$ cat config.mk
export PLATFORM = sky130hd
export DESIGN_NAME = rs_stream_decoder_flat
export DESIGN_NICKNAME = d
export VERILOG_FILES = /design/src/rtl/rs_stream_if.sv /design/src/rtl/rs_stream_decoder.sv /design/src/flat_wrapper.sv
export SDC_FILE = /design/constraint.sdc
export NUM_CORES = 1
export LEC_CHECK = 0
export BUFFER_PORTS_ARGS = -buffer_cell sky130_fd_sc_hd__buf_2
export CAP_MARGIN = 0
export CORE_UTILIZATION = 54
export CTS_CLUSTER_DIAMETER = 200
export DETAILED_ROUTE_END_ITERATION = 10
export HOLD_SLACK_MARGIN = 0.15
export PLACE_DENSITY = 0.78
export SLEW_MARGIN = 20
export SYNTH_ARGS = -nofsm -noshare
export SYNTH_HDL_FRONTEND = slang
export SYNTH_SLANG_ARGS = --single-unit
$ cat constraint.sdc
create_clock -name clk -period 2.9 [get_ports clk]
set_input_delay 0.29 -clock clk [delete_from_list [all_inputs] [get_ports clk]]
set_output_delay 0.29 -clock clk [all_outputs]
set_load 0.02 [all_outputs]
$ cat src/rtl/rs_stream_if.sv
// Valid/ready stream bundle for rs_stream_decoder: word in, corrected word and flags out.
// err_count exists only when RS_ERR_COUNT_EN is defined.
interface rs_stream_if #(
    parameter int SYMS = 7
);
    localparam int W = 3 * SYMS;

    logic         in_valid;
    logic         in_ready;
    logic [W-1:0] codeword;
    logic         out_valid;
    logic         out_ready;
    logic [W-1:0] corrected;
    logic         err_det;
    logic         err_fail;
    logic [2:0]   err_pos;

`ifdef RS_ERR_COUNT_EN
    logic [15:0]  err_count;

    modport master (
        output in_valid, codeword, out_ready,
        input  in_ready, out_valid, corrected, err_det, err_fail, err_pos, err_count
    );

    modport slave (
        input  in_valid, codeword, out_ready,
        output in_ready, out_valid, corrected, err_det, err_fail, err_pos, err_count
    );
`else
    modport master (
        output in_valid, codeword, out_ready,
        input  in_ready, out_valid, corrected, err_det, err_fail, err_pos
    );

    modport slave (
        input  in_valid, codeword, out_ready,
        output in_ready, out_valid, corrected, err_det, err_fail, err_pos
    );
`endif
endinterface

$ cat src/rtl/rs_stream_decoder.sv
// Serial single-symbol-error RS decoder over GF(8) (x^3+x+1), two parity symbols, SYMS 3..7.
// Optional saturating error-word counter enabled by defining RS_ERR_COUNT_EN.
module rs_stream_decoder #(
    parameter int SYMS = 7
) (
    input  logic        clk,
    input  logic        reset,
    rs_stream_if.slave  bus
);
    localparam int W = 3 * SYMS;

    typedef enum logic [1:0] {IDLE, SYND, SOLVE, OUT} state_t;

    // Multiply by alpha: x^3 folds back to x + 1.
    function automatic logic [2:0] gf_xtime(input logic [2:0] a);
        return {a[1], a[0] ^ a[2], a[2]};
    endfunction

    function automatic logic [2:0] gf_mul(input logic [2:0] a, input logic [2:0] b);
        logic [2:0] p;
        logic [2:0] sh;
        p  = 3'd0;
        sh = a;
        for (int i = 0; i < 3; i++) begin
            if (b[i]) p = p ^ sh;
            sh = gf_xtime(sh);
        end
        return p;
    endfunction

    function automatic logic [2:0] gf_inv(input logic [2:0] a);
        case (a)
            3'd1:    return 3'd1;
            3'd2:    return 3'd5;
            3'd4:    return 3'd7;
            3'd3:    return 3'd6;
            3'd6:    return 3'd3;
            3'd7:    return 3'd4;
            3'd5:    return 3'd2;
            default: return 3'd0;
        endcase
    endfunction

    function automatic logic [2:0] gf_log(input logic [2:0] a);
        case (a)
            3'd1:    return 3'd0;
            3'd2:    return 3'd1;
            3'd4:    return 3'd2;
            3'd3:    return 3'd3;
            3'd6:    return 3'd4;
            3'd7:    return 3'd5;
            3'd5:    return 3'd6;
            default: return 3'd0;
        endcase
    endfunction

    state_t       state;
    logic [W-1:0] word;
    logic [2:0]   cnt;
    logic [2:0]   s1;
    logic [2:0]   s2;
    logic         out_valid_q;
    logic [W-1:0] corrected_q;
    logic         err_det_q;
    logic         err_fail_q;
    logic [2:0]   err_pos_q;

    logic [2:0]   sym;
    logic [2:0]   loc_x;
    logic [2:0]   mag_y;
    logic [2:0]   loc_j;
    logic [W-1:0] fix_word;
    logic [W-1:0] sol_word;
    logic         sol_det;
    logic         sol_fail;
    logic [2:0]   sol_pos;

    assign sym = word[3*cnt +: 3];

    // NOTE: every always_comb output gets a default first so no path can infer a latch.
    always_comb begin
        loc_x    = gf_mul(s2, gf_inv(s1));
        mag_y    = gf_mul(gf_mul(s1, s1), gf_inv(s2));
        loc_j    = gf_log(loc_x);
        fix_word = word;
        for (int i = 0; i < SYMS; i++) begin
            if (int'(loc_j) == i) fix_word[3*i +: 3] = word[3*i +: 3] ^ mag_y;
        end

        sol_word = word;
        sol_det  = (s1 != 3'd0) || (s2 != 3'd0);
        sol_fail = 1'b0;
        sol_pos  = 3'd0;
        if (s1 == 3'd0 && s2 == 3'd0) begin
            sol_fail = 1'b0;
        end else if (s1 == 3'd0 || s2 == 3'd0) begin
            sol_fail = 1'b1;
        end else if (int'(loc_j) >= SYMS) begin
            // Locator points into the shortened-away part of the code.
            sol_fail = 1'b1;
        end else begin
            sol_word = fix_word;
            sol_pos  = loc_j;
        end
    end

    // NOTE: sequential state uses non-blocking assignments only, so every register samples pre-edge values.
    always_ff @(posedge clk or posedge reset) begin
        if (reset) begin
            state       <= IDLE;
            word        <= '0;
            cnt         <= 3'd0;
            s1          <= 3'd0;
            s2          <= 3'd0;
            out_valid_q <= 1'b0;
            corrected_q <= '0;
            err_det_q   <= 1'b0;
            err_fail_q  <= 1'b0;
            err_pos_q   <= 3'd0;
        end else begin
            case (state)
                IDLE: begin
                    if (bus.in_valid) begin
                        word  <= bus.codeword;
                        cnt   <= 3'(SYMS - 1);
                        s1    <= 3'd0;
                        s2    <= 3'd0;
                        state <= SYND;
                    end
                end
                SYND: begin
                    // Horner step at alpha and alpha^2, highest symbol first.
                    s1 <= gf_xtime(s1) ^ sym;
                    s2 <= gf_mul(s2, 3'd4) ^ sym;
                    if (cnt == 3'd0) begin
                        state <= SOLVE;
                    end else begin
                        cnt <= cnt - 3'd1;
                    end
                end
                SOLVE: begin
                    corrected_q <= sol_word;
                    err_det_q   <= sol_det;
                    err_fail_q  <= sol_fail;
                    err_pos_q   <= sol_pos;
                    out_valid_q <= 1'b1;
                    state       <= OUT;
                end
                OUT: begin
                    if (bus.out_ready) begin
                        out_valid_q <= 1'b0;
                        state       <= IDLE;
                    end
                end
                default: state <= IDLE;
            endcase
        end
    end

    assign bus.in_ready  = (state == IDLE) && !reset;
    assign bus.out_valid = out_valid_q;
    assign bus.corrected = corrected_q;
    assign bus.err_det   = err_det_q;
    assign bus.err_fail  = err_fail_q;
    assign bus.err_pos   = err_pos_q;

`ifdef RS_ERR_COUNT_EN
    logic [15:0] err_cnt;

    always_ff @(posedge clk or posedge reset) begin
        if (reset) begin
            err_cnt <= 16'd0;
        end else if (out_valid_q && bus.out_ready && err_det_q && err_cnt != 16'hFFFF) begin
            err_cnt <= err_cnt + 16'd1;
        end
    end

    assign bus.err_count = err_cnt;
`else
    // Counter and its port are absent in this build.
`endif
endmodule

$ cat src/flat_wrapper.sv
// flat-port wrapper written by rule: the top's interface ports become plain ports
module rs_stream_decoder_flat 
#(
    parameter int SYMS = 7
)
  (clk, reset, bus_in_valid, bus_codeword, bus_out_ready, bus_in_ready, bus_out_valid, bus_corrected, bus_err_det, bus_err_fail, bus_err_pos);
  rs_stream_if #(.SYMS(SYMS)) bus_i ();
  input  logic clk;
  input  logic reset;
  input wire logic [$bits(bus_i.in_valid)-1:0] bus_in_valid;
  input wire logic [$bits(bus_i.codeword)-1:0] bus_codeword;
  input wire logic [$bits(bus_i.out_ready)-1:0] bus_out_ready;
  output wire logic [$bits(bus_i.in_ready)-1:0] bus_in_ready;
  output wire logic [$bits(bus_i.out_valid)-1:0] bus_out_valid;
  output wire logic [$bits(bus_i.corrected)-1:0] bus_corrected;
  output wire logic [$bits(bus_i.err_det)-1:0] bus_err_det;
  output wire logic [$bits(bus_i.err_fail)-1:0] bus_err_fail;
  output wire logic [$bits(bus_i.err_pos)-1:0] bus_err_pos;
  assign bus_i.in_valid = bus_in_valid;
  assign bus_i.codeword = bus_codeword;
  assign bus_i.out_ready = bus_out_ready;
  assign bus_in_ready = bus_i.in_ready;
  assign bus_out_valid = bus_i.out_valid;
  assign bus_corrected = bus_i.corrected;
  assign bus_err_det = bus_i.err_det;
  assign bus_err_fail = bus_i.err_fail;
  assign bus_err_pos = bus_i.err_pos;
  rs_stream_decoder #(.SYMS(SYMS)) u_core (.clk(clk), .reset(reset), .bus(bus_i));
endmodule
==> metrics.txt <==
# TYPE chip_impl_metric gauge
chip_impl_metric{name="design.die.area",unit="µm²"} 8840
chip_impl_metric{name="final.setup.worst_slack",unit="ns"} 0.169
chip_impl_metric{name="post-route-period-util",unit=""} 0.942
chip_impl_metric{name="tritoncts_num_sinks",unit=""} 59
chip_impl_metric{name="placed_cells",unit=""} 677
chip_impl_metric{name="ys.warnings.count",unit=""} 0
chip_impl_metric{name="postSynthRegisterBits",unit=""} 59
chip_impl_info{name="post-synth-top-count-cell",value="dfrtp_1"} 1
chip_impl_info{name="worstHoldStart",value="bus_codeword[8]"} 1
chip_impl_metric{name="netlist_instances",unit=""} 532
chip_impl_metric{name="htree_levels",unit=""} 3
chip_impl_metric{name="detailedPlace.worstSlack",unit="ns"} 0.167
chip_impl_metric{name="synth.lib_cells_used.distinct",unit=""} 76
chip_impl_metric{name="min_delay_path_depth",unit=""} 2
chip_impl_metric{name="viasPerCell",unit=""} 6.36
chip_impl_metric{name="cts_max_path_buffers",unit=""} 2
chip_impl_metric{name="fin_nets",unit=""} 620
chip_impl_metric{name="die_h",unit="µm"} 94.0
chip_impl_info{name="synthTopCellsByArea",value="dfrtp_1, mux2_2, o21ai_0"} 1
chip_impl_metric{name="port_buffers",unit=""} 52
chip_impl_metric{name="number_of_global_route_vias_before_repair",unit=""} 4245
chip_impl_metric{name="finalWeightedCongestion",unit=""} 0.943
chip_impl_info{name="rsz0062_at_grt",value="no"} 1
chip_impl_metric{name="ioPinCount",unit=""} 53
chip_impl_metric{name="core",unit="µm²"} 8220
chip_impl_info{name="critical_path.cell_chain",value="buf_4, ha_1, nor2b_1, o21ai_0, a211oi_1, o31ai_1, buf_4, and2_1, or3_1, a31oi_1"} 1
chip_impl_metric{name="post-dp-hpwl",unit="µm"} 9360
chip_impl_metric{name="syn_area_per_cell",unit="µm²"} 8.59
chip_impl_metric{name="worst_clock_skew",unit="ns"} 0.00645
chip_impl_metric{name="seq_power_share",unit=""} 0.264
chip_impl_metric{name="syn_nets",unit=""} 567
chip_impl_metric{name="layoutNonFillerInstCount",unit=""} 695
chip_impl_info{name="path_common_cell",value="buf_4"} 1
chip_impl_metric{name="proportion_of_register_bits_with_asynchronous_set_or_reset_after_synthesis",unit=""} 1.00
chip_impl_metric{name="setup-violations-final",unit=""} 0
chip_impl_info{name="endpoint_kind",value="flop"} 1
chip_impl_info{name="cts_root_buf",value="clkbuf_8"} 1
chip_impl_metric{name="cp_data_arrival_time",unit="ns"} 2.98
chip_impl_metric{name="worstPathRequired",unit="ns"} 3.15
chip_impl_metric{name="grt_pass1_wl",unit="µm"} 21300
chip_impl_metric{name="post_detailed_route_count_of_antenna_violating_nets",unit=""} 0
chip_impl_metric{name="cts_buffers",unit=""} 9
chip_impl_metric{name="combinationalPowerShare",unit=""} 0.617
chip_impl_metric{name="grt_overflow_total",unit=""} 0
chip_impl_metric{name="wl_per_cell",unit="µm"} 18.8
chip_impl_metric{name="drc",unit=""} 0
chip_impl_info{name="r2r-start",value="u_core.s1[1]$_DFFE_PP0P_"} 1
chip_impl_metric{name="grt_start_max_net_pins",unit=""} 49
chip_impl_metric{name="number_of_drc_markers_in_iteration_0",unit=""} 386
chip_impl_info{name="outcome",value="finished clean"} 1
chip_impl_metric{name="path_max_fanout",unit=""} 18
chip_impl_metric{name="clock_power_share",unit=""} 0.119
chip_impl_metric{name="longest_individual_stage_delay_on_the_worst_path",unit="ns"} 0.41
chip_impl_metric{name="rows",unit=""} 33
chip_impl_metric{name="vdd_ir_drop_max",unit="µV"} 923
chip_impl_metric{name="grt_antenna_before_repair",unit=""} 0
chip_impl_metric{name="first_pass_iters",unit=""} 5
chip_impl_metric{name="fmax",unit="GHz"} 0.366
chip_impl_info{name="synth.largest_area_cell",value="dfrtp_1"} 1
chip_impl_metric{name="timing.slew.headroom",unit=""} 0.419
chip_impl_info{name="timing_worst_setup_path_type",value="reg -> reg"} 1
chip_impl_metric{name="power_density",unit="nW/µm²"} 1200
chip_impl_metric{name="regToRegSetupSlack",unit="ns"} 0.17
chip_impl_metric{name="initial_utilization",unit=""} 0.556
chip_impl_metric{name="min_period",unit="ns"} 2.73
chip_impl_metric{name="setup_total_negative_slack",unit="ns"} 0
chip_impl_info{name="timing.rr.end",value="u_core.bus.corrected[11]$_DFFE_PP0P_"} 1
chip_impl_metric{name="synth_top_area_share",unit=""} 0.323
chip_impl_metric{name="die-width",unit="µm"} 94.0
chip_impl_metric{name="synth.yosys.seq_area_share",unit=""} 0.323
chip_impl_metric{name="cts.reportedPaths.clkPinSlew",unit="ns"} 0.07
chip_impl_metric{name="final-hold-violation-count",unit=""} 0
chip_impl_info{name="startpoint_type",value="flop"} 1
chip_impl_metric{name="synth_enable_flop_cells",unit=""} 0
chip_impl_metric{name="synthesis.area",unit="µm²"} 4570
chip_impl_metric{name="worstRegToRegCells",unit=""} 10
chip_impl_info{name="cts_tree",value="done"} 1
chip_impl_metric{name="max-cap-violations",unit=""} 0
chip_impl_info{name="synthTopCellsByCount",value="dfrtp_1, o21ai_0, nor2_1, nand2_1, a21oi_1"} 1
chip_impl_info{name="dominantRegCellSynth",value="dfrtp_1"} 1
chip_impl_metric{name="power.leakage",unit="µW"} 0.00211
chip_impl_info{name="min-delay-path-class",value="in -> reg"} 1
chip_impl_metric{name="num_antenna_cells",unit=""} 0
chip_impl_metric{name="vias",unit=""} 4417
chip_impl_metric{name="insertion_delay",unit="ns"} 0.33
chip_impl_metric{name="grtUsageTotal",unit=""} 0.312
chip_impl_metric{name="power.switching",unit="µW"} 3040
chip_impl_metric{name="drt-total-wl",unit="µm"} 13000
chip_impl_metric{name="intPower",unit="µW"} 3240
chip_impl_info{name="timing.critical_path.slowest_stage_cell",value="dfrtp_1"} 1
chip_impl_metric{name="fraction_of_final_layout_cells_with_drive_strength_greater_than_1",unit=""} 0.239
chip_impl_metric{name="area_growth_syn_to_layout",unit="%"} 14.4
chip_impl_metric{name="slew_viol_final",unit=""} 0
chip_impl_info{name="whs_endpoint",value="u_core.word[8]$_DFFE_PP0P_"} 1
chip_impl_metric{name="power.switching_fraction",unit=""} 0.484
chip_impl_metric{name="worst_slew_pin_slew",unit="ns"} 0.871
[stage by stage]
step / hold WS, ns / utilization / instance area [µm²] / total power [µW]
5_1_grt: 0.176 / 0.637 / 5230 / 6710
4_1_cts: 0.176 / 0.636 / 5220 / 6200
3_3_place_gp: 0.319 / 0.610 / 5010 / 5330
6_report: 0.183 / 0.637 / 5230 / 6280
3_5_place_dp: 0.331 / 0.610 / 5010 / 5410
2_1_floorplan: 0.440 / - / 4570 / 4320
[cell type report]
class	instances	area, µm²
Clock inverter	7	76.3
Fill cell	671	2980
Inverter	14	52.6
Clock buffer	9	124
Sequential cell	59	1480
Tap cell	105	131
Multi-Input combinational cell	414	2810
Timing Repair Buffer	87	563
[worst max-delay path by stage]
stage / from / end / slack (ns) / depth (start not counted)
final: u_core.s1[1]$_DFFE_PP0P_ / u_core.bus.corrected[11]$_DFFE_PP0P_ / 0.17 / 10
after detailed placement: u_core.s1[2]$_DFFE_PP0P_ / u_core.bus.corrected[9]$_DFFE_PP0P_ / 0.17 / 9
after floorplan: u_core.s1[1]$_DFFE_PP0P_ / u_core.bus.corrected[9]$_DFFE_PP0P_ / 0.08 / 12
after global routing: u_core.s1[1]$_DFFE_PP0P_ / u_core.bus.corrected[6]$_DFFE_PP0P_ / 0.02 / 10
after global placement: u_core.s1[2]$_DFFE_PP0P_ / u_core.bus.corrected[9]$_DFFE_PP0P_ / 0.25 / 9
after CTS: u_core.s1[2]$_DFFE_PP0P_ / u_core.bus.corrected[9]$_DFFE_PP0P_ / 0.12 / 9
[critical path, delay by kind of cell, from the launching register on]
family / cells / cell delay, ns
AO/OA/AOI/OAI: 4 / 0.71
adder cells (fa/ha/maj): 1 / 0.19
buffers and inverters: 2 / 0.41
flip-flops: 1 / 0.41
AND/OR/NAND/NOR: 3 / 0.92
[state kept, by name, summed over array words and instances, names as in the netlist]
register              cells
u_core.bus.corrected     21
u_core.bus.err_det        1
u_core.bus.err_fail       1
u_core.bus.err_pos        3
u_core.bus.out_valid      1
u_core.cnt                3
u_core.s1                 3
u_core.s2                 3
u_core.state              2
u_core.word              21
[logic make-up after synthesis]
logic type      after synthesis  share of synthesized area
mux                          34                     0.0889
buf+inv                      59                     0.0638
flops                        59                      0.323
compound gates              170                      0.242
xor+xnor                     25                     0.0479
fa+ha+maj                    10                     0.0290
simple gates                175                      0.205
[cells in the final DEF, fill, tap and decap left out, types with 5 or more instances in the layout]
master / instances
nand2_1: 39
clkbuf_8: 9
a21oi_1: 37
buf_4: 31
a31oi_1: 17
nor2b_1: 15
or3_1: 7
o31ai_1: 6
nand2b_1: 12
buf_2: 52
nand3_1: 9
nor2_1: 40
inv_1: 12
mux2i_1: 8
mux2_2: 23
and2_1: 5
xnor2_1: 21
a22oi_1: 7
a211oi_1: 6
o22ai_1: 7
ha_1: 7
nor3_1: 13
o21a_1: 6
o21ai_0: 43
dfrtp_1: 59
[metal layers]
layer / routed length, µm / vias to the layer above / track usage
li1: - / 2055 / -
met1: 5720 / 2115 / 0.430
met2: 6110 / 211 / 0.495
met3: 862 / 36 / 0.0388
met4: 354 / 0 / 0.133
met5: 0 / - / 0
[power groups by stage]
stage / registers (µW) / logic (µW) / clock network, µW
2_1_floorplan: 1710 / 2620 / 0
3_3_place_gp: 1640 / 3700 / 0
3_5_place_dp: 1650 / 3760 / 0
4_1_cts: 1640 / 3800 / 759
5_1_grt: 1700 / 4220 / 794
6_report: 1660 / 3870 / 749
[repair_timing]
action                                 in CTS  in global routing
setup endpoints to repair                   0                  5
gates resized for setup                     0                  1
setup buffers                               0                  1
endpoints found under the hold margin      17                  0
hold buffers                                1                  0
Note: power is estimated with default switching activity, not from simulation.
